**src/rtl/seq_alu_pkg.sv**
```systemverilog
`default_nettype none
// +----------------------------------------------------------------------------+
// | Module      : seq_alu_pkg                                                  |
// | Description : Shared types for the sequential ALU: 4-bit opcode encoding,  |
// |               FSM state encoding and a small opcode-class helper.          |
// | Ports       : none (package)                                               |
// | Revision    : 1.0 - initial release                                        |
// +----------------------------------------------------------------------------+
package seq_alu_pkg;

  typedef enum logic [3:0] {
    OP_ADD  = 4'h0,
    OP_SUB  = 4'h1,
    OP_MUL  = 4'h2,
    OP_DIV  = 4'h3,
    OP_MOD  = 4'h4,
    OP_AND  = 4'h5,
    OP_OR   = 4'h6,
    OP_XOR  = 4'h7,
    OP_NOT  = 4'h8,
    OP_NAND = 4'h9,
    OP_NOR  = 4'hA,
    OP_XNOR = 4'hB,
    OP_SHL  = 4'hC,
    OP_SHR  = 4'hD,
    OP_ROL  = 4'hE,
    OP_INC  = 4'hF
  } opcode_e;

  typedef enum logic [1:0] {
    ST_IDLE = 2'd0,
    ST_BUSY = 2'd1,
    ST_DONE = 2'd2
  } state_e;

  function automatic logic is_divmod(input opcode_e op);
    return (op == OP_DIV) || (op == OP_MOD);
  endfunction

endpackage
`default_nettype wire

```
**src/rtl/seq_alu_if.sv**
```systemverilog
`default_nettype none
// +----------------------------------------------------------------------------+
// | Module      : seq_alu_if                                                   |
// | Description : Operand/result handshake bundle of the sequential ALU.       |
// |               master: a, b, s, in_valid, out_ready driven; rest observed.  |
// |               slave : in_ready, y, carry, zero, err, out_valid driven.     |
// | Revision    : 1.0 - initial release                                        |
// +----------------------------------------------------------------------------+
interface seq_alu_if #(
  parameter int WIDTH = 4
);
  logic [WIDTH-1:0]   a;
  logic [WIDTH-1:0]   b;
  logic [3:0]         s;
  logic               in_valid;
  logic               in_ready;
  logic [2*WIDTH-1:0] y;
  logic               carry;
  logic               zero;
  logic               err;
  logic               out_valid;
  logic               out_ready;

  modport master (
    output a, b, s, in_valid, out_ready,
    input  in_ready, y, carry, zero, err, out_valid
  );

  modport slave (
    input  a, b, s, in_valid, out_ready,
    output in_ready, y, carry, zero, err, out_valid
  );
endinterface
`default_nettype wire

```
**src/rtl/seq_alu_div.sv**
```systemverilog
`default_nettype none
// +----------------------------------------------------------------------------+
// | Module      : seq_alu_div                                                  |
// | Description : Iterative restoring divider, one quotient bit per cycle.     |
// |               Present only when SEQ_ALU_DIV_EN is defined.                 |
// | Ports       : clk, rst (sync, active-high), start_i, dividend_i,           |
// |               divisor_i -> done_o, quotient_o, remainder_o                 |
// |               done_o is high in the WIDTH-th cycle after start_i; the      |
// |               result outputs are valid in that same cycle.                 |
// | Revision    : 1.0 - initial release                                        |
// +----------------------------------------------------------------------------+
`ifdef SEQ_ALU_DIV_EN
module seq_alu_div #(
  parameter int WIDTH = 4
) (
  input  logic             clk,
  input  logic             rst,
  input  logic             start_i,
  input  logic [WIDTH-1:0] dividend_i,
  input  logic [WIDTH-1:0] divisor_i,
  output logic             done_o,
  output logic [WIDTH-1:0] quotient_o,
  output logic [WIDTH-1:0] remainder_o
);
  localparam int CNT_W = $clog2(WIDTH + 1);

  logic             busy_q;
  logic [CNT_W-1:0] cnt_q;
  logic [WIDTH-1:0] quo_q;
  logic [WIDTH-1:0] rem_q;
  logic [WIDTH-1:0] dvs_q;

  logic [WIDTH:0]   w_shift;
  logic [WIDTH:0]   w_trial;
  logic             w_restore;
  logic [WIDTH-1:0] w_rem_nxt;
  logic [WIDTH-1:0] w_quo_nxt;

  // Shift the next dividend bit into the partial remainder and try a subtract;
  // a borrow (MSB set) means the subtract is undone and the quotient bit is 0.
  assign w_shift   = {rem_q, quo_q[WIDTH-1]};
  assign w_trial   = w_shift - {1'b0, dvs_q};
  assign w_restore = w_trial[WIDTH];
  assign w_rem_nxt = w_restore ? w_shift[WIDTH-1:0] : w_trial[WIDTH-1:0];
  assign w_quo_nxt = {quo_q[WIDTH-2:0], ~w_restore};

  assign done_o      = busy_q && (cnt_q == CNT_W'(WIDTH - 1));
  assign quotient_o  = w_quo_nxt;
  assign remainder_o = w_rem_nxt;

  always_ff @(posedge clk) begin
    if (rst) begin
      busy_q <= 1'b0;
      cnt_q  <= '0;
      quo_q  <= '0;
      rem_q  <= '0;
      dvs_q  <= '0;
    end else if (start_i) begin
      busy_q <= 1'b1;
      cnt_q  <= '0;
      quo_q  <= dividend_i;
      rem_q  <= '0;
      dvs_q  <= divisor_i;
    end else if (busy_q) begin
      quo_q <= w_quo_nxt;
      rem_q <= w_rem_nxt;
      cnt_q <= cnt_q + 1'b1;
      if (done_o) busy_q <= 1'b0;
    end
  end
endmodule
`endif
`default_nettype wire

```
**src/rtl/seq_alu.sv**
```systemverilog
`default_nettype none
// +----------------------------------------------------------------------------+
// | Module      : seq_alu                                                      |
// | Description : Sequential ALU with valid/ready handshake. Single-cycle ops  |
// |               complete one cycle after acceptance; MUL (shift-add) and     |
// |               DIV/MOD (restoring divider) take WIDTH extra BUSY cycles.    |
// |               Macro SEQ_ALU_DIV_EN builds the divider; without it DIV/MOD  |
// |               return y=0, err=1 in one cycle.                              |
// | Ports       : clk, rst (sync, active-high), bus_io (seq_alu_if.slave)      |
// | Revision    : 1.0 - initial release                                        |
// +----------------------------------------------------------------------------+
module seq_alu
  import seq_alu_pkg::*;
#(
  parameter int WIDTH = 4
) (
  input  logic     clk,
  input  logic     rst,
  seq_alu_if.slave bus_io
);
  localparam int CNT_W = $clog2(WIDTH + 1);
`ifdef SEQ_ALU_DIV_EN
  localparam bit DIV_EN = 1'b1;
`else
  localparam bit DIV_EN = 1'b0;
`endif

  state_e               state_q, state_d;
  opcode_e              op_q, op_d;
  logic [CNT_W-1:0]     cnt_q, cnt_d;
  logic [2*WIDTH-1:0]   mcand_q, mcand_d;
  logic [2*WIDTH-1:0]   acc_q, acc_d;
  logic [WIDTH-1:0]     mplier_q, mplier_d;
  logic [2*WIDTH-1:0]   y_q, y_d;
  logic                 carry_q, carry_d;
  logic                 zero_q, zero_d;
  logic                 err_q, err_d;

  opcode_e              w_op_in;
  logic                 w_multi_in;
  logic [WIDTH:0]       w_sum;
  logic [2*WIDTH-1:0]   w_sc_y;
  logic                 w_sc_carry;
  logic                 w_sc_err;
  logic [2*WIDTH-1:0]   w_acc_nxt;
  logic [2*WIDTH-1:0]   w_busy_y;
  logic                 w_last;
  logic                 w_div_done;
  logic [WIDTH-1:0]     w_quo;
  logic [WIDTH-1:0]     w_rem;

  assign w_op_in = opcode_e'(bus_io.s);
  // Division by zero never enters BUSY: it is resolved as a single-cycle error.
  assign w_multi_in = (w_op_in == OP_MUL) ||
                      (DIV_EN && is_divmod(w_op_in) && (bus_io.b != '0));

`ifdef SEQ_ALU_DIV_EN
  logic w_div_start;
  assign w_div_start = (state_q == ST_IDLE) && bus_io.in_valid &&
                       is_divmod(w_op_in) && (bus_io.b != '0);

  seq_alu_div #(.WIDTH(WIDTH)) u_div (
    .clk         (clk),
    .rst         (rst),
    .start_i     (w_div_start),
    .dividend_i  (bus_io.a),
    .divisor_i   (bus_io.b),
    .done_o      (w_div_done),
    .quotient_o  (w_quo),
    .remainder_o (w_rem)
  );
`else
  assign w_div_done = 1'b0;
  assign w_quo      = '0;
  assign w_rem      = '0;
`endif

  // Single-cycle result, computed straight from the bus operands.
  always_comb begin
    w_sc_y     = '0;
    w_sc_carry = 1'b0;
    w_sc_err   = 1'b0;
    w_sum      = '0;
    case (w_op_in)
      OP_ADD: begin
        w_sum            = {1'b0, bus_io.a} + {1'b0, bus_io.b};
        w_sc_y[WIDTH:0]  = w_sum;
        w_sc_carry       = w_sum[WIDTH];
      end
      OP_SUB: begin
        w_sc_y[WIDTH-1:0] = bus_io.a - bus_io.b;
        w_sc_carry        = bus_io.a < bus_io.b;
      end
      OP_DIV, OP_MOD: begin
        w_sc_err = 1'b1;
        if (DIV_EN) w_sc_y[WIDTH-1:0] = '1;
      end
      OP_AND:  w_sc_y[WIDTH-1:0] = bus_io.a & bus_io.b;
      OP_OR:   w_sc_y[WIDTH-1:0] = bus_io.a | bus_io.b;
      OP_XOR:  w_sc_y[WIDTH-1:0] = bus_io.a ^ bus_io.b;
      OP_NOT:  w_sc_y[WIDTH-1:0] = ~bus_io.a;
      OP_NAND: w_sc_y[WIDTH-1:0] = ~(bus_io.a & bus_io.b);
      OP_NOR:  w_sc_y[WIDTH-1:0] = ~(bus_io.a | bus_io.b);
      OP_XNOR: w_sc_y[WIDTH-1:0] = ~(bus_io.a ^ bus_io.b);
      OP_SHL: begin
        w_sc_y[WIDTH-1:0] = {bus_io.a[WIDTH-2:0], 1'b0};
        w_sc_carry        = bus_io.a[WIDTH-1];
      end
      OP_SHR: begin
        w_sc_y[WIDTH-1:0] = {1'b0, bus_io.a[WIDTH-1:1]};
        w_sc_carry        = bus_io.a[0];
      end
      OP_ROL: begin
        w_sc_y[WIDTH-1:0] = {bus_io.a[WIDTH-2:0], bus_io.a[WIDTH-1]};
        w_sc_carry        = bus_io.a[WIDTH-1];
      end
      OP_INC: begin
        w_sum           = {1'b0, bus_io.a} + (WIDTH+1)'(1);
        w_sc_y[WIDTH:0] = w_sum;
        w_sc_carry      = w_sum[WIDTH];
      end
      default: ;
    endcase
  end

  // Shift-add: one multiplier bit consumed per BUSY cycle, LSB first.
  assign w_acc_nxt = acc_q + (mplier_q[0] ? mcand_q : '0);

  always_comb begin
    w_busy_y = w_acc_nxt;
    if (op_q == OP_DIV)      w_busy_y = {{WIDTH{1'b0}}, w_quo};
    else if (op_q == OP_MOD) w_busy_y = {{WIDTH{1'b0}}, w_rem};
  end

  assign w_last = (op_q == OP_MUL) ? (cnt_q == CNT_W'(WIDTH - 1)) : w_div_done;

  always_comb begin
    state_d  = state_q;
    op_d     = op_q;
    cnt_d    = cnt_q;
    mcand_d  = mcand_q;
    mplier_d = mplier_q;
    acc_d    = acc_q;
    y_d      = y_q;
    carry_d  = carry_q;
    zero_d   = zero_q;
    err_d    = err_q;
    case (state_q)
      ST_IDLE: begin
        if (bus_io.in_valid) begin
          op_d     = w_op_in;
          cnt_d    = '0;
          mcand_d  = {{WIDTH{1'b0}}, bus_io.a};
          mplier_d = bus_io.b;
          acc_d    = '0;
          if (w_multi_in) begin
            state_d = ST_BUSY;
          end else begin
            state_d = ST_DONE;
            y_d     = w_sc_y;
            carry_d = w_sc_carry;
            err_d   = w_sc_err;
            zero_d  = (w_sc_y == '0);
          end
        end
      end
      ST_BUSY: begin
        cnt_d    = cnt_q + 1'b1;
        acc_d    = w_acc_nxt;
        mcand_d  = mcand_q << 1;
        mplier_d = mplier_q >> 1;
        if (w_last) begin
          state_d = ST_DONE;
          y_d     = w_busy_y;
          carry_d = 1'b0;
          err_d   = 1'b0;
          zero_d  = (w_busy_y == '0);
        end
      end
      ST_DONE: begin
        if (bus_io.out_ready) state_d = ST_IDLE;
      end
      default: state_d = ST_IDLE;
    endcase
  end

  always_ff @(posedge clk) begin
    if (rst) begin
      state_q  <= ST_IDLE;
      op_q     <= OP_ADD;
      cnt_q    <= '0;
      mcand_q  <= '0;
      mplier_q <= '0;
      acc_q    <= '0;
      y_q      <= '0;
      carry_q  <= 1'b0;
      zero_q   <= 1'b0;
      err_q    <= 1'b0;
    end else begin
      state_q  <= state_d;
      op_q     <= op_d;
      cnt_q    <= cnt_d;
      mcand_q  <= mcand_d;
      mplier_q <= mplier_d;
      acc_q    <= acc_d;
      y_q      <= y_d;
      carry_q  <= carry_d;
      zero_q   <= zero_d;
      err_q    <= err_d;
    end
  end

  assign bus_io.in_ready  = (state_q == ST_IDLE);
  assign bus_io.out_valid = (state_q == ST_DONE);
  assign bus_io.y         = y_q;
  assign bus_io.carry     = carry_q;
  assign bus_io.zero      = zero_q;
  assign bus_io.err       = err_q;
endmodule
`default_nettype wire

```
**src/flat_wrapper.sv**
```systemverilog
// flat-port wrapper written by rule: the top's interface ports become plain ports
module seq_alu_flat import seq_alu_pkg::*;
#(
  parameter int WIDTH = 4
)
  (clk, rst, bus_io_a, bus_io_b, bus_io_s, bus_io_in_valid, bus_io_out_ready, bus_io_in_ready, bus_io_y, bus_io_carry, bus_io_zero, bus_io_err, bus_io_out_valid);
  seq_alu_if #(.WIDTH(WIDTH)) bus_io_i ();
  input  logic clk;
  input  logic rst;
  input wire logic [$bits(bus_io_i.a)-1:0] bus_io_a;
  input wire logic [$bits(bus_io_i.b)-1:0] bus_io_b;
  input wire logic [$bits(bus_io_i.s)-1:0] bus_io_s;
  input wire logic [$bits(bus_io_i.in_valid)-1:0] bus_io_in_valid;
  input wire logic [$bits(bus_io_i.out_ready)-1:0] bus_io_out_ready;
  output wire logic [$bits(bus_io_i.in_ready)-1:0] bus_io_in_ready;
  output wire logic [$bits(bus_io_i.y)-1:0] bus_io_y;
  output wire logic [$bits(bus_io_i.carry)-1:0] bus_io_carry;
  output wire logic [$bits(bus_io_i.zero)-1:0] bus_io_zero;
  output wire logic [$bits(bus_io_i.err)-1:0] bus_io_err;
  output wire logic [$bits(bus_io_i.out_valid)-1:0] bus_io_out_valid;
  assign bus_io_i.a = bus_io_a;
  assign bus_io_i.b = bus_io_b;
  assign bus_io_i.s = bus_io_s;
  assign bus_io_i.in_valid = bus_io_in_valid;
  assign bus_io_i.out_ready = bus_io_out_ready;
  assign bus_io_in_ready = bus_io_i.in_ready;
  assign bus_io_y = bus_io_i.y;
  assign bus_io_carry = bus_io_i.carry;
  assign bus_io_zero = bus_io_i.zero;
  assign bus_io_err = bus_io_i.err;
  assign bus_io_out_valid = bus_io_i.out_valid;
  seq_alu #(.WIDTH(WIDTH)) u_core (.clk(clk), .rst(rst), .bus_io(bus_io_i));
endmodule
```
**config.mk**
```make
export PLATFORM = sky130hd
export DESIGN_NAME = seq_alu_flat
export DESIGN_NICKNAME = d
export VERILOG_FILES = /design/src/rtl/seq_alu_pkg.sv /design/src/rtl/seq_alu_if.sv /design/src/rtl/seq_alu_div.sv /design/src/rtl/seq_alu.sv /design/src/flat_wrapper.sv
export SDC_FILE = /design/constraint.sdc
export NUM_CORES = 1
export LEC_CHECK = 0
export ABC_CLOCK_PERIOD_IN_PS = 6000
export CAP_MARGIN = 20
export CORE_MARGIN = 2
export CORE_UTILIZATION = 60
export DETAILED_ROUTE_END_ITERATION = 12
export PLACE_DENSITY = 0.88
export SYNTH_ARGS = -nofsm -noshare
export SYNTH_HDL_FRONTEND = slang
export SYNTH_SLANG_ARGS = --single-unit
```
**constraint.sdc**
```tcl
create_clock -name clk -period 6 [get_ports clk]
set_clock_uncertainty 0.2 [all_clocks]
set_input_delay 1.2 -clock clk [delete_from_list [all_inputs] [get_ports clk]]
set_output_delay 1.2 -clock clk [all_outputs]
set_load 0.02 [all_outputs]
```
==> flow_metrics.env, run 1 <==
export IMPL_status="finished, final reports clean"
export IMPL_synth_ff_type="dfxtp_1"
export IMPL_fin_nets=421
export IMPL_fp_dieW_um=72.3
export IMPL_yosysWarningCount=0
export IMPL_portBuffers=28
export IMPL_grt_pass1_wl_mm=11.8
export IMPL_drtIter0Drc=475
export IMPL_hpwl_mm=5.05
export IMPL_fin_ws_ns=1.86
export IMPL_synth_edf_count=0
export IMPL_final_util_pct=73.7
export IMPL_clkSinkCount=40
export IMPL_ys_ff_latch=40
export IMPL_final_hold_viol_count=0
export IMPL_grt_pass1_vias=2482
export IMPL_cts_hold_buf=0
export IMPL_multi_input_area_um2=1850
export IMPL_via_per_inst=6.31
export IMPL_wl_per_cell_um=16.6
export IMPL_setup_viol=0
export IMPL_via_count=2732
export IMPL_synth_cells=364
export IMPL_dieArea_um2=5230
export IMPL_ant_nets=0
export IMPL_drt_pass1_iter_count=5
export IMPL_clk_latency_ns=0.30
export IMPL_io_pins=29
export IMPL_diodes=0
export IMPL_arrival_ns=4.18
export IMPL_grt_max_degree=43
export IMPL_cts_resized_gates=0
export IMPL_drive_above_1_share_pct=5.51
export IMPL_critPathMaxFanout=25
export IMPL_syn2layout_area_growth_pct=16.0
export IMPL_yosysSeqAreaShare_pct=28.6
export IMPL_overflow=0
export IMPL_place_ws_ns=1.60
export IMPL_regToRegSetupSlack_ns=2.86
export IMPL_hold_class="reg -> reg"
export IMPL_final_setup_tns_ns=0
export IMPL_netlist_area_um2=2800
export IMPL_remaining_drc_errors=0
export IMPL_grt_usage_pct=28.6
export IMPL_ir_worst_vdd_mv=0.268
export IMPL_yosysUniqueCellTypes=51
export IMPL_regToRegEndpoint="u_core.bus_io.zero"
export IMPL_rsz0062_at_grt="no"
export IMPL_min_to="u_core.cnt_q[0]"
export IMPL_path_class="in -> reg"
export IMPL_endpoint_kind="flop"
export IMPL_start_util_pct=63.5
export IMPL_clk_pin_slew_ns=0.08
export IMPL_p_leak_uw=0.00135
export IMPL_die_y_um=72.3
export IMPL_synthesis_nets=405
export IMPL_clk_root_buffer_cell="clkbuf_8"
export IMPL_clock_fmax_mhz=241
export IMPL_wl_mm=7.19
export IMPL_rows=24
export IMPL_finalCritPeriodShare_pct=69.1
export IMPL_finalMaxSlewViolations=0
export IMPL_critPathLaunchType="input pin"
export IMPL_r2r_cells=7
export IMPL_slew_headroom_pct=42.0
export IMPL_cts_tree="done"
export IMPL_regArea_um2=801
export IMPL_power_density_nw_per_um2=224
export IMPL_h_tree_depth=2
export IMPL_cts_setup_buffers=0
export IMPL_critPathRequiredTime_ns=6.04
export IMPL_tightest_slew_ns=0.868
export IMPL_r2r_start="u_core.mplier_q[0]"
export IMPL_place_congestion=0.975
export IMPL_avgSynthCellArea_um2=7.70
export IMPL_finalCriticalPeriod_ns=4.14
export IMPL_clockBufferDepth=2
export IMPL_hold_slack_ns=0.281
export IMPL_async_flop_share_pct=0
export IMPL_antenna_found_initial=0
export IMPL_maxCapViolCount=0
export IMPL_cts_buffers=5
export IMPL_hp_start="u_core.cnt_q[0]"
export IMPL_fillCellCount=359
export IMPL_coreArea_um2=4410
export IMPL_hold_path_depth=1
## layout make-up
cell class,count,area share (%)
multi-input combinational,284,57.0
sequential,40,24.6
tap,52,2.00
clock buffer,5,2.12
clock inverter,3,2.77
inverter,17,1.96
timing repair buffer,32,9.54
## layout by cell type (no fill, tap or decap), types with 3 or more instances in the layout
cell type        count
o21bai_1             3
nand2_1             27
mux2i_1              7
nand4_1              4
a22oi_1             19
o21ai_0             10
dfxtp_1             40
clkdlybuf4s50_1     28
clkbuf_8             5
nand3_1             10
inv_1               17
xor2_1               3
a21o_1               4
nor3_1              12
ha_1                22
buf_4                4
a21oi_1             26
and2_1               7
nor2_1              62
nand2b_1             5
or2_2                3
a222oi_1             4
fa_1                 3
bufinv_16            3
xnor2_1              7
a211oi_1            10
or4_1                3
## flip-flops by register name (all words and copies together), names as in the netlist
signal               flops
u_core.acc_q             8
u_core.op_q              4
u_core.bus_io.zero       1
u_core.mcand_q           8
u_core.mplier_q          4
u_core.bus_io.err        1
u_core.cnt_q             3
u_core.state_q           2
u_core.bus_io.y          8
u_core.bus_io.carry      1
## where the power goes
group	total, uW	switching [uW]	leakage (uW)	internal, uW
clock network	308	100	0.0000784	208
logic	137	81.0	0.000942	56.4
registers	284	8.93	0.000325	275
## per-stage QoR
step	area, um^2	std cells	total power (uW)
final	3250	433	730
after global routing	3250	433	757
after CTS	3250	433	726
after detailed placement	3090	425	424
after global placement	3090	425	420
after floorplan	2800	364	379
## how the worst max path moves through the flow
stage | from | end | slack [ns] | cells past startpoint
after CTS | bus_io_s[0] | u_core.bus_io.zero | 1.91 | 7
after global routing | bus_io_s[0] | u_core.bus_io.zero | 1.73 | 7
after global placement | bus_io_s[0] | u_core.bus_io.zero | 1.67 | 7
final | bus_io_s[0] | u_core.bus_io.zero | 1.86 | 7
after detailed placement | bus_io_s[0] | u_core.bus_io.zero | 1.60 | 7
after floorplan | bus_io_a[2] | u_core.bus_io.zero | 2.49 | 10
## logic make-up after synthesis
logic type	Yosys count	share of synthesized area (%)
flops	40	28.6
simple gates	148	25.3
fa+ha+maj	25	12.0
buf+inv	40	5.40
compound gates	93	22.7
mux	8	2.90
xor+xnor	10	3.13
## critical path, cell delays in order
cell and delay [ns]:
clkdlybuf4s50_1 1.04, nor4b_1 0.19, a22o_1 0.25, or2_4 0.29, or4_1 0.54, or4b_1 0.53
o211ai_2 0.14
## synth_stat cells, types with 10 or more instances
cell type | number | area (um^2)
nor2_1 | 62 | 233
dfxtp_1 | 40 | 801
nand2_1 | 27 | 101
a21oi_1 | 26 | 130
ha_1 | 22 | 275
clkbuf_1 | 21 | 78.8
a22oi_1 | 19 | 143
inv_1 | 17 | 63.8
nor3_1 | 12 | 60.1
a211oi_1 | 10 | 75.1
nand3_1 | 10 | 50.1
o21ai_0 | 10 | 50.1
## metal layers
layer	vias to the layer above	wire, um	track usage, %
met5	-	0	0
met4	0	70	7.76
met3	11	664	5.69
met2	124	3180	42.1
met1	1267	3280	42.5
li1	1330	-	-
Power figures use the tool's default switching activity.
==> run 2, diff against run 1 <==
ABC_CLOCK_PERIOD_IN_PS = 3600   (was 6000)
CORE_UTILIZATION = 52   (was 60)
PLACE_DENSITY = 0.81   (was 0.88)
clock period = 3.6 ns   (was 6 ns; I/O delays follow)
==> flow_metrics.env, run 2 (same netlist as run 1, synthesis figures left out) <==
export IMPL_finalCriticalPeriod_ns=3.25
export IMPL_fillCellCount=471
export IMPL_critPathSlowestCell="or4b_2"
export IMPL_final_hold_viol_count=0
export IMPL_io_pins=29
export IMPL_tightest_slew_ns=0.731
export IMPL_status="finished, final reports clean"
export IMPL_critPathMaxFanout=3
export IMPL_arrival_ns=3.28
export IMPL_power_density_nw_per_um2=323
export IMPL_h_tree_depth=2
export IMPL_final_util_pct=65.4
export IMPL_grt_usage_pct=26.1
export IMPL_rows=26
export IMPL_clk_pin_slew_ns=0.08
export IMPL_grt_pass1_wl_mm=12.6
export IMPL_fp_dieW_um=77.4
export IMPL_cts_hold_buf=0
export IMPL_overflow=0
export IMPL_dieArea_um2=5990
export IMPL_path_class="in -> reg"
export IMPL_hold_path_depth=2
export IMPL_endpoint_kind="flop"
export IMPL_fin_nets=438
export IMPL_portBuffers=28
export IMPL_path_buf_inv=2
export IMPL_drive_above_1_share_pct=9.55
export IMPL_die_y_um=77.4
export IMPL_grt_max_degree=42
export IMPL_cts_buffers=5
export IMPL_coreArea_um2=5140
export IMPL_final_cell_mix="nor2_1 (62), dfxtp_1 (40), clkdlybuf4s50_1 (28), nand2_1 (27), a21oi_1 (26)"
export IMPL_maxCapViolCount=0
export IMPL_ir_worst_vdd_mv=0.281
export IMPL_cp_depth=10
export IMPL_cts_setup_buffers=0
export IMPL_cts_resized_gates=0
export IMPL_drtIter0Drc=395
export IMPL_clkSinkCount=40
export IMPL_critical_path_top_delay_family="simple AND/OR/NAND/NOR gates"
export IMPL_cts_tree="done"
export IMPL_rsz0062_at_grt="no"
export IMPL_clockBufferDepth=2
export IMPL_drt_pass1_iter_count=6
export IMPL_critical_path_max_stage_delay_ns=0.61
export IMPL_clock_fmax_mhz=308
export IMPL_slew_headroom_pct=50.7
export IMPL_hold_slack_ns=0.274
export IMPL_grt_pass1_vias=2603
export IMPL_hpwl_mm=5.49
export IMPL_via_per_inst=5.90
export IMPL_finalMaxSlewViolations=0
export IMPL_antenna_found_initial=0
export IMPL_diodes=0
export IMPL_finalCritPeriodShare_pct=90.2
export IMPL_clk_root_buffer_cell="clkbuf_8"
export IMPL_critPathLaunchType="input pin"
export IMPL_syn2layout_area_growth_pct=20.0
export IMPL_wl_mm=7.35
export IMPL_layout_commonest_cell="nor2_1"
export IMPL_place_ws_ns=0.0771
export IMPL_hold_class="reg -> reg"
export IMPL_start_util_pct=54.5
export IMPL_fin_ws_ns=0.352
export IMPL_setup_viol=0
export IMPL_remaining_drc_errors=0
export IMPL_critPathRequiredTime_ns=3.63
export IMPL_p_leak_uw=0.00141
export IMPL_wl_per_cell_um=15.7
export IMPL_r2r_cells=7
export IMPL_final_setup_tns_ns=0
export IMPL_ant_nets=0
export IMPL_path_cells="clkdlybuf4s50_1, inv_1, ha_1, nand2b_1, o211a_1, o32ai_1, o311ai_0, nor3_1, or4b_2, o211ai_2"
export IMPL_place_congestion=0.999
export IMPL_via_count=2762
export IMPL_clk_latency_ns=0.30
==> run 2: changes by cell type in the layout (fill, tap and decap cells not counted) <==
cell and change:
buf_8 +1, buf_4 +16, clkinv_2 +1, clkinvlp_4 +1
bufinv_16 -2
==> run 2: worst paths after layout <==
| path | start | end | slack [ns] |
|---|---|---|---|
| worst min-delay path | u_core.bus_io.carry | u_core.bus_io.carry | 0.27 |
| worst max register to register | u_core.mplier_q[0] | u_core.bus_io.zero | 0.43 |
| worst max-delay path | bus_io_b[0] | u_core.bus_io.zero | 0.35 |
| worst min register to register | u_core.bus_io.carry | u_core.bus_io.carry | 0.27 |
==> run 2: routing by layer <==
metal / vias to the layer above / global-route usage (%) / part of all wire (%)
li1: 1362 / - / -
met1: 1290 / 35.1 / 45
met2: 95 / 43.3 / 48
met3: 15 / 4.42 / 5.6
met4: 0 / 6.79 / 1.4
met5: - / 0 / 0
==> run 2: power breakdown <==
group          switching [uW]  leakage (uW)  internal [uW]
logic                     138       0.00103            109
registers                14.4      0.000325            459
clock network             161     0.0000541            205
total                     313       0.00141            773
==> run 2: worst reg2reg max path, stage by stage, from the launching register on <==
cell and delay [ns]:
dfxtp_1 0.47, and2_1 0.17, ha_1 0.18, fa_1 0.48, or4_1 0.52, or4_1 0.39, or4b_1 0.54, o211ai_2 0.15
==> run 2: layout make-up <==
cell class | count | area (um^2) | share of cell area [%]
clock buffer | 5 | 68.8 | 2.05
timing repair buffer | 49 | 445 | 13.2
sequential | 40 | 801 | 23.8
tap | 70 | 87.6 | 2.61
inverter | 17 | 63.8 | 1.90
clock inverter | 3 | 42.5 | 1.27
multi-input combinational | 284 | 1850 | 55.1
==> run 2: metrics by stage <==
step           cells  instance area [um^2]  total power [uW]
5_1_grt          468                  3360              1140
3_3_place_gp     459                  3240               722
6_report         468                  3360              1090
3_5_place_dp     460                  3250               726
2_1_floorplan    364                  2800               632
4_1_cts          468                  3360              1090
==> run 3, diff against run 2 <==
CORE_UTILIZATION = 45   (was 52)
PLACE_DENSITY = 0.72   (was 0.81)
SKIP_CTS_REPAIR_TIMING = 1   (was not set)
SYNTH_HIERARCHICAL = 1   (was not set)
==> flow_metrics.env, run 3 <==
export IMPL_slew_headroom_pct=36.2
export IMPL_synth_cells=376
export IMPL_path_class="in -> reg"
export IMPL_wl_mm=7.37
export IMPL_ys_ff_latch=40
export IMPL_fp_dieW_um=83.8
export IMPL_grt_max_degree=42
export IMPL_critical_path_max_stage_delay_ns=0.50
export IMPL_overflow=0
export IMPL_fillCellCount=597
export IMPL_critPathRequiredTime_ns=3.59
export IMPL_ir_worst_vdd_mv=0.262
export IMPL_dieArea_um2=7030
export IMPL_netlist_area_um2=2870
export IMPL_ys_top_cells_by_count="nand2_1 (50), a21oi_1 (43), dfxtp_1 (40)"
export IMPL_clkSinkCount=40
export IMPL_hpwl_mm=5.58
export IMPL_synth_top_area_share_pct=27.9
export IMPL_synth_top_cell_by_area="dfxtp_1"
export IMPL_critPathMostFrequentCell="or4_1"
export IMPL_hold_class="reg -> reg"
export IMPL_drive_above_1_share_pct=8.72
export IMPL_yosysUniqueCellTypes=59
export IMPL_fin_nets=453
export IMPL_synth_most_common_cell="nand2_1"
export IMPL_die_y_um=83.8
export IMPL_maxCapViolCount=0
export IMPL_yosysSeqAreaShare_pct=27.9
export IMPL_via_per_inst=5.72
export IMPL_async_flop_share_pct=0
export IMPL_wl_per_cell_um=15.0
export IMPL_finalCriticalPeriod_ns=3.32
export IMPL_place_congestion=0.954
export IMPL_drt_pass1_iter_count=4
export IMPL_endpoint_kind="flop"
export IMPL_finalCritPeriodShare_pct=92.1
export IMPL_layout_commonest_cell="nand2_1"
export IMPL_final_util_pct=55.3
export IMPL_p_leak_uw=0.00139
export IMPL_syn2layout_area_growth_pct=20.2
export IMPL_p_switching_uw=306
export IMPL_ant_nets=0
export IMPL_drtIter0Drc=142
export IMPL_grt_usage_pct=21.1
export IMPL_dpl_cell_area_um2=3330
export IMPL_arrival_ns=3.31
export IMPL_io_pins=29
export IMPL_start_util_pct=46.0
export IMPL_path_cells="clkdlybuf4s50_1, inv_1, ha_1, nand3b_1, o31ai_1, a32o_1, or3b_1, or4_1, or4_1, o311ai_1"
export IMPL_coreArea_um2=6240
export IMPL_clk_root_buffer_cell="clkbuf_8"
export IMPL_final_setup_tns_ns=0
export IMPL_tightest_slew_ns=0.954
export IMPL_avgSynthCellArea_um2=7.63
export IMPL_clk_latency_ns=0.29
export IMPL_p_int_uw=791
export IMPL_portBuffers=28
export IMPL_h_tree_depth=2
export IMPL_synth_edf_count=0
export IMPL_clockBufferDepth=2
export IMPL_synthesis_nets=417
export IMPL_final_cell_area_um2=3450
export IMPL_status="finished, final reports clean"
export IMPL_yosysWarningCount=6
export IMPL_place_ws_ns=0.00895
export IMPL_grt_pass1_wl_mm=12.3
export IMPL_path_buf_inv=2
export IMPL_critPathSlowestCell="clkdlybuf4s50_1"
export IMPL_fin_ws_ns=0.285
export IMPL_power_density_nw_per_um2=318
export IMPL_switching_share_pct=27.9
export IMPL_final_cell_mix="nand2_1 (50), a21oi_1 (43), dfxtp_1 (40), nor2_1 (37), clkdlybuf4s50_1 (28)"
export IMPL_setup_viol=0
export IMPL_remaining_drc_errors=0
export IMPL_final_hold_viol_count=0
export IMPL_finalMaxSlewViolations=0
export IMPL_critPathMaxFanout=3
export IMPL_cts_tree="done"
export IMPL_antenna_found_initial=0
export IMPL_clockPowerShare_pct=35.2
export IMPL_clk_pin_slew_ns=0.08
export IMPL_grt_pass1_vias=2640
export IMPL_diodes=0
export IMPL_via_count=2803
export IMPL_comb_power_share_pct=21.9
export IMPL_cts_buffers=5
export IMPL_critPathLaunchType="input pin"
export IMPL_clock_fmax_mhz=302
export IMPL_critical_path_top_delay_family="simple AND/OR/NAND/NOR gates"
export IMPL_synth_ff_type="dfxtp_1"
export IMPL_rows=29
export IMPL_synthTopCellsByArea="dfxtp_1 (28%), ha_1 (9.6%), a21oi_1 (7.5%), nand2_1 (6.5%), nor2_1 (4.8%)"
export IMPL_p_seq_share_pct=42.8
export IMPL_regArea_um2=801
export IMPL_multi_input_area_um2=1900
export IMPL_rsz0062_at_grt="no"
==> run 3: changes by cell type in the layout (fill, tap and decap cells not counted), moves of 4 or more <==
cell and delta:
nand3b_1 +4, a311oi_1 +7, a21oi_1 +17, a22oi_1 -15, nor3_1 -8, buf_4 +6, nor2b_1 +6, nand3_1 +6
nand2_1 +23, a211oi_1 -6, nor2_1 -25
==> run 3: final timing paths <==
path	slack (ns)	depth (start not counted)	to	start
worst max-delay path	0.28	10	u_core/bus_io.zero	bus_io_a[0]
worst min-delay path	0.25	2	u_core/bus_io.y[6]	u_core/bus_io.y[6]
worst max register to register	0.54	10	u_core/bus_io.zero	u_core/mplier_q[0]
worst min register to register	0.25	2	u_core/bus_io.y[6]	u_core/bus_io.y[6]
==> run 3: cell families (layout without fill, tap and decap cells) <==
logic type,count (synthesis),count (layout),synth area share (%)
mux,6,6,2.70
simple gates,151,151,25.3
flops,40,40,27.9
compound gates,104,104,23.3
fa+ha+maj,25,25,11.7
buf+inv,39,76,5.80
xor+xnor,11,11,3.36
==> run 3: final cells by class <==
class                           instances  share of cell area (%)
Clock buffer                            6                    2.39
Clock inverter                          2                    1.12
Inverter                               14                    1.52
Multi-Input combinational cell        297                    55.2
Sequential cell                        40                    23.2
Tap cell                               77                    2.79
Timing Repair Buffer                   54                    13.8
==> run 3: power by group through the flow <==
stage                     combinational, uW  clock, uW  sequential, uW
after floorplan                         140          0             484
after global placement                  234          0             479
after detailed placement                238          0             480
after CTS                               239        396             470
after global routing                    263        418             472
final                                   241        387             470
==> run 3: per-layer routing <==
metal  vias up  part of all wire [%]  wire (um)  global-route usage, %
li1       1412                     -          -                      -
met1      1293                    46       3400                   27.3
met2        84                    48       3500                   35.6
met3        14                   4.3        320                   4.25
met4         0                   2.0        144                   6.45
met5         -                     0          0                      0
==> run 3: worst reg2reg max path, delay by kind of cell, from the launching register on <==
family | cells | cell delay (ns)
and+or+nand+nor | 3 | 0.80
DFF | 1 | 0.40
adders and majority gates | 2 | 0.67
AOI/OAI and AO/OA | 4 | 0.73
xor gates and xnor gates | 1 | 0.16
==> run 3: metrics by stage <==
step	hold slack [ns]	total power (uW)	cells
after floorplan	0.240	625	376
after global placement	0.240	713	482
after detailed placement	0.247	718	482
after CTS	0.256	1100	490
after global routing	0.281	1150	490
final	0.253	1100	490
